**src/rtl/ppc_types.sv**
```systemverilog
// ppc_types: shared pipeline types for the PowerPC core (decode records, reservation-station operands and entry states).
package ppc_types;
  localparam int RS_TAG_W = 5;
  typedef enum logic [2:0] {
    LOG_AND, LOG_OR, LOG_XOR, LOG_NAND, LOG_NOR, LOG_EQV, LOG_ANDC, LOG_ORC
  } log_op_t;
  typedef struct packed {
    log_op_t op;
    logic    alter_CR0;
  } log_decode_t;
  typedef struct packed {
    logic [0:31]         value;
    logic [0:RS_TAG_W-1] tag;
    logic                valid;
  } rs_operand_t;
  typedef enum logic [1:0] {RS_FREE, RS_WAITING, RS_READY, RS_ISSUED} rs_state_t;
endpackage

```
**src/rtl/rs_issue_select.sv**
```systemverilog
// rs_issue_select: picks one READY entry, oldest-first from an age matrix (age[i][j]=1: i older than j) or lowest-index.
// Ports: ready (per-entry READY), age (DEPTH x DEPTH), grant (one-hot), index (binary of grant).
module rs_issue_select #(
  parameter int DEPTH = 4,
  parameter bit OLDEST = 1'b0,
  localparam int IW = $clog2(DEPTH)
) (
  input  logic [DEPTH-1:0]            ready,
  input  logic [DEPTH-1:0][DEPTH-1:0] age,
  output logic [DEPTH-1:0]            grant,
  output logic [IW-1:0]               index
);
  for (genvar i = 0; i < DEPTH; i++) begin : g_row
    logic [DEPTH-1:0] beats;
    for (genvar j = 0; j < DEPTH; j++) begin : g_col
      assign beats[j] = (i == j) || !ready[j] || (OLDEST ? age[i][j] : i < j);
    end
    assign grant[i] = ready[i] && &beats;
  end
  always_comb begin
    index = '0;
    for (int i = 0; i < DEPTH; i++) index = grant[i] ? IW'(i) : index;
  end
endmodule

```
**src/rtl/log_reservation_station.sv**
```systemverilog
// log_reservation_station: holds logical-class instructions, snoops the result bus for operands, issues to the logical unit.
// Ports: clk, rst_n (async active-low); dispatch_* (valid/ready, operands, control, dest GPR);
//        cdb_* (result-bus broadcast: wakes operands and releases ISSUED entries by own tag);
//        issue_* (valid/ready handshake to the logical unit, zero when issue_valid is low).
// Build option: define LOG_RS_OLDEST_FIRST_EN for oldest-first issue (age matrix); otherwise lowest-index first.
module log_reservation_station
  import ppc_types::*;
#(
  parameter int RS_ID_WIDTH = 5,
  parameter int RS_OFFSET = 0,
  parameter int DEPTH = 4
) (
  input  logic                   clk,
  input  logic                   rst_n,
  input  logic                   dispatch_valid,
  output logic                   dispatch_ready,
  input  rs_operand_t            dispatch_op1,
  input  rs_operand_t            dispatch_op2,
  input  log_decode_t            dispatch_control,
  input  logic [4:0]             dispatch_reg_addr,
  input  logic                   cdb_valid,
  input  logic [RS_ID_WIDTH-1:0] cdb_rs_id,
  input  logic [31:0]            cdb_result,
  output logic                   issue_valid,
  input  logic                   issue_ready,
  output logic [RS_ID_WIDTH-1:0] issue_rs_id,
  output logic [4:0]             issue_reg_addr,
  output logic [31:0]            issue_op1,
  output logic [31:0]            issue_op2,
  output log_decode_t            issue_control
);
  localparam int IW = $clog2(DEPTH);
  rs_state_t st [DEPTH];
  rs_operand_t op1 [DEPTH], op2 [DEPTH], w1 [DEPTH], w2 [DEPTH];
  rs_operand_t d1, d2;
  log_decode_t ctl [DEPTH];
  logic [4:0] rd [DEPTH];
  logic [DEPTH-1:0] free, ready, rel, grant;
  logic [DEPTH-1:0][DEPTH-1:0] age;
  logic [IW-1:0] alloc, pick, sel, held_idx;
  logic held, dispatch_fire, issue_fire;
  function automatic rs_operand_t snoop(rs_operand_t op);
    return (!op.valid && cdb_valid && op.tag == RS_TAG_W'(cdb_rs_id)) ? {cdb_result, op.tag, 1'b1} : op;
  endfunction
  for (genvar i = 0; i < DEPTH; i++) begin : g_ent
    assign free[i] = st[i] == RS_FREE;
    assign ready[i] = st[i] == RS_READY;
    assign rel[i] = st[i] == RS_ISSUED && cdb_valid && cdb_rs_id == RS_ID_WIDTH'(RS_OFFSET + i);
    assign w1[i] = snoop(op1[i]);
    assign w2[i] = snoop(op2[i]);
  end
  assign d1 = snoop(dispatch_op1);
  assign d2 = snoop(dispatch_op2);
  always_comb begin
    alloc = '0;
    for (int i = DEPTH - 1; i >= 0; i--) alloc = free[i] ? IW'(i) : alloc;
  end
  assign dispatch_ready = |free;
  assign dispatch_fire = dispatch_valid & dispatch_ready;
  assign issue_valid = |grant;
  // A stalled issue keeps its entry even if an older or lower entry wakes meanwhile.
  assign sel = held ? held_idx : pick;
  assign issue_fire = issue_valid & issue_ready;
  assign issue_rs_id = issue_valid ? RS_ID_WIDTH'(RS_OFFSET + int'(sel)) : '0;
  assign issue_reg_addr = issue_valid ? rd[sel] : '0;
  assign issue_op1 = issue_valid ? op1[sel].value : '0;
  assign issue_op2 = issue_valid ? op2[sel].value : '0;
  assign issue_control = issue_valid ? ctl[sel] : '0;
`ifdef LOG_RS_OLDEST_FIRST_EN
  localparam bit OLDEST = 1'b1;
  // Every occupied entry is older than the one being written; release forgets both row and column.
  always_ff @(posedge clk or negedge rst_n)
    if (!rst_n) age <= '0;
    else
      for (int i = 0; i < DEPTH; i++)
        for (int j = 0; j < DEPTH; j++)
          if (rel[i] || rel[j] || (dispatch_fire && alloc == IW'(i))) age[i][j] <= 1'b0;
          else if (dispatch_fire && alloc == IW'(j)) age[i][j] <= !free[i];
`else
  localparam bit OLDEST = 1'b0;
  assign age = '0;
`endif
  rs_issue_select #(.DEPTH(DEPTH), .OLDEST(OLDEST)) u_sel (
    .ready(ready),
    .age(age),
    .grant(grant),
    .index(pick)
  );
  always_ff @(posedge clk or negedge rst_n)
    if (!rst_n) begin
      st <= '{default: RS_FREE};
      op1 <= '{default: '0};
      op2 <= '{default: '0};
      ctl <= '{default: '0};
      rd <= '{default: '0};
      held <= 1'b0;
      held_idx <= '0;
    end else begin
      held <= issue_valid & ~issue_ready;
      held_idx <= sel;
      for (int i = 0; i < DEPTH; i++) begin
        if (st[i] == RS_WAITING) begin
          op1[i] <= w1[i];
          op2[i] <= w2[i];
          st[i] <= (w1[i].valid && w2[i].valid) ? RS_READY : RS_WAITING;
        end
        if (issue_fire && sel == IW'(i)) st[i] <= RS_ISSUED;
        if (rel[i]) st[i] <= RS_FREE;
        if (dispatch_fire && alloc == IW'(i)) begin
          op1[i] <= d1;
          op2[i] <= d2;
          ctl[i] <= dispatch_control;
          rd[i] <= dispatch_reg_addr;
          st[i] <= (d1.valid && d2.valid) ? RS_READY : RS_WAITING;
        end
      end
    end
endmodule
```
**config.mk**
```make
export PLATFORM = sky130hd
export DESIGN_NAME = log_reservation_station
export DESIGN_NICKNAME = d
export VERILOG_FILES = /design/src/rtl/ppc_types.sv /design/src/rtl/rs_issue_select.sv /design/src/rtl/log_reservation_station.sv
export SDC_FILE = /design/constraint.sdc
export NUM_CORES = 1
export LEC_CHECK = 0
export ABC_CLOCK_PERIOD_IN_PS = 2500
export BUFFER_PORTS_ARGS = -buffer_cell sky130_fd_sc_hd__buf_2
export CAP_MARGIN = 5
export CORE_ASPECT_RATIO = 0.7
export CORE_UTILIZATION = 54
export CTS_CLUSTER_DIAMETER = 60
export CTS_CLUSTER_SIZE = 24
export DETAILED_ROUTE_END_ITERATION = 6
export GPL_ROUTABILITY_DRIVEN = 0
export PLACE_DENSITY_LB_ADDON = 0.15
export SYNTH_ARGS = -nofsm -noshare
export SYNTH_HDL_FRONTEND = slang
export SYNTH_SLANG_ARGS = --single-unit
```
**constraint.sdc**
```tcl
create_clock -name clk -period 2.5 [get_ports clk]
set_input_delay 0.125 -clock clk [delete_from_list [all_inputs] [get_ports clk]]
set_output_delay 0.125 -clock clk [all_outputs]
set_load 0.005 [all_outputs]
```
==> flow_summary.yaml <==
worst_setup_path:
  regToRegSetupSlack_ns: -0.04
  crit_path_frequent_cell: "buf_12"
  rr_worst_depth: 6
  path_max_fanout: 6
  end_kind: "output port"
  regToRegEndpoint: "op1[85]"
  crit_slowest_cell: "dfrtp_1"
  required_ns: 2.38
  worst-path-buf-inv: 4
  arrival_ns: 2.72
  worstSetupPathType: "reg2out"
  crit_chain: "nand2b_4 > nand2_4 > o31a_4 > inv_12 > buf_12 > buf_12 > mux2_4 > nor2_2 > a311oi_1 > buf_2"
  rr_startpoint: "st[7]"
  slowest_delay_ns: 0.46
  crit_family: "buffers and inverters"
  startpoint_type: "register"
synth:
  avgSynthCellArea_um2: 8.99
  seq_area_frac_synth: 0.473
  syn_area_um2: 18600
  async_flop_share: 1.00
  synth_ff_type: "dfrtp_1"
  synth_common_cells: "351 x dfrtp_1, 323 x nor2_1, 284 x nand2_1"
  synth.area.top_cells: "dfrtp_1 47%, nor2_1 6.5%, nand2_1 5.7%"
  yosys_warnings: 0
  yosys.area.top_type: "dfrtp_1"
  synth.distinct_cells: 58
  ys_ff_latch: 351
  synth_edf_count: 0
  yosysTopAreaCellShare: 0.473
  synth_most_common_cell: "dfrtp_1"
  synthCells: 2064
global_routing:
  grt_usage: 0.368
  grt_start_max_net_pins: 86
  gr-total-overflow: 0
  grt_pass1_vias: 17700
  antenna_found_initial: 0
  grt_pass1_wl_um: 101000
sta:
  fin_crit_ns: 2.85
  drv_slew: 0
  period_share: 1.14
  worstMarginPinSlew_ns: 1.26
  fin_ws_ns: -0.349
  finalHoldViolCount: 0
  whs_ns: 0.0387
  fin_tns_setup_ns: -19.54
  rsz0062_at_grt: "true"
  setup_viol: 76
  fmax_mhz: 351
  skew_ns: 0.0241
  max_slew_margin: 0.156
finish:
  area_delta_synth_final_pct: 32.9
  fin_util: 0.733
  fin_nets: 2544
  n_fill_cell: 2354
  drive_gt1_frac: 0.279
power_and_ir_drop:
  peakVddDrop_v: 0.000976
  p_leak_nw: 10.7
  pwr_density_cell_nw_per_um2: 1510
  finalPower_mw: 37.2
place:
  hpwl_um: 39100
  io_buffers: 203
  pre_cts_ws_ns: -0.0320
floorplanning:
  die_w_um: 224
  row_count: 56
  initial_core_util: 0.552
  core_area_um2: 33600
  io_pins: 207
  dieHeight_um: 157
  dieArea_um2: 35100
detailed_routing:
  num_vias: 19000
  drt-total-wl_um: 71100
  detail_route.wl_per_cell_um: 24.8
  drc: 1
  postRouteAntennaNets: 0
  met2_length_um: 31300
  wl_met3_um: 8990
  drt_iter0_markers: 2907
  top_layer_used: "met4"
  dr.pass1.iters: 7
  viasPerCell: 6.63
  wl_met1_um: 28300
cts:
  clkTransAtPathRegs_ns: 0.08
  clk_latency_ns: 0.58
  cts_made_buffers: 27
  cts-root-buf: "clkbuf_16"
  cts_sinks: 351
  cts_buffer_depth: 3
  htree_levels: 1
  cts_tree: "done"
run_status:
  violations: "design-rule violations, negative setup slack"
  outcome: "finished, violations left"
flow_run:
  maxCapViolations: 0
hold_path:
  min_path_type: "in2async"
[routing by layer]
layer | track usage | up-vias
met3 | 0.0894 | 256
li1 | - | 8040
met4 | 0.117 | 0
met5 | 0 | -
met2 | 0.561 | 1463
met1 | 0.518 | 9275
[repair_timing]
action / in CTS / in global routing
resized for setup: 69 / 205
gates cloned: 6 / 18
pin swaps: 25 / 51
setup buffers: 18 / 41
endpoints found under the hold margin: 685 / 0
setup endpoints to repair: 73 / 221
hold buffers: 118 / 0
[state kept, by name, summed over array words and instances (netlist names)]
register  count
rd           20
op1         152
st            8
held          1
ctl          16
held_idx      2
op2         152
[area by class of cell]
type                            instances  area (µm²)  area share
Multi-Input combinational cell       1469        9590       0.389
Sequential cell                       351        8780       0.356
Timing Repair Buffer                  497        4490       0.182
Clock buffer                           28         679      0.0276
Tap cell                              435         544      0.0221
Inverter                               69         282      0.0114
Clock inverter                         20         248      0.0100
Timing Repair inverter                  2        27.5     0.00112
Antenna cell                            2        5.00    0.000203
[through the flow]
step	area (µm²)	std cells
after floorplan	18600	2066
after global placement	20500	2625
after detailed placement	20500	2625
after CTS	23200	2815
after global routing	24700	2871
final	24700	2873
[placed cells by master, fill, tap and decap left out, types with 7 or more instances in the layout]
master / synthesis / final
o22ai_1: 103 / 103
mux2_4: 0 / 57
a22oi_1: 98 / 97
buf_16: 0 / 9
mux2i_2: 0 / 13
buf_6: 15 / 16
dlygate4sd3_1: 0 / 118
nor2_2: 0 / 40
buf_4: 18 / 94
mux2i_1: 41 / 27
a211oi_2: 0 / 18
dfrtp_1: 351 / 350
mux2_2: 92 / 35
buf_12: 0 / 37
a31oi_1: 68 / 68
nand4_1: 7 / 7
inv_8: 0 / 7
a311oi_2: 0 / 13
nor2_4: 0 / 31
o21ai_0: 7 / 7
xor2_1: 17 / 17
a211oi_1: 41 / 21
inv_1: 66 / 66
nor2_1: 323 / 253
a21oi_1: 174 / 171
buf_2: 68 / 202
a311oi_1: 32 / 18
a221oi_1: 33 / 33
xnor2_1: 33 / 33
nor3_1: 40 / 39
nand2_1: 284 / 278
clkbuf_16: 0 / 39
buf_8: 0 / 8
[worst max path at each step]
stage	cells after the start	slack, ns	endpoint	startpoint
floorplan	10	0.44	st[7]	st[2]
global placement	9	0.06	issue_op2[3]	st[0]
detailed placement	9	-0.03	issue_op2[1]	st[4]
CTS	10	-0.34	issue_op2[0]	st[0]
global route	10	-0.39	issue_op1[29]	st[5]
finish	10	-0.35	issue_op1[2]	st[5]
[logic make-up (layout without fill, tap and decap cells)]
| kind of cell | after synthesis | in the layout | synth area share |
|---|---|---|---|
| buffers and inverters | 247 | 616 | 0.0645 |
| DFF | 351 | 351 | 0.473 |
| AOI/OAI and AO/OA | 583 | 583 | 0.206 |
| xor gates and xnor gates | 50 | 50 | 0.0236 |
| other | 1 | 5 | 0.000202 |
| and+or+nand+nor | 698 | 699 | 0.153 |
| muxes | 134 | 134 | 0.0791 |
[report_power, final]
part / total [mW] / switching, mW / internal [mW]
logic: 22.1 / 11.3 / 10.8
registers: 10.4 / 1.86 / 8.49
clock network: 4.72 / 2.48 / 2.24
(Power assumes the default switching activity.)
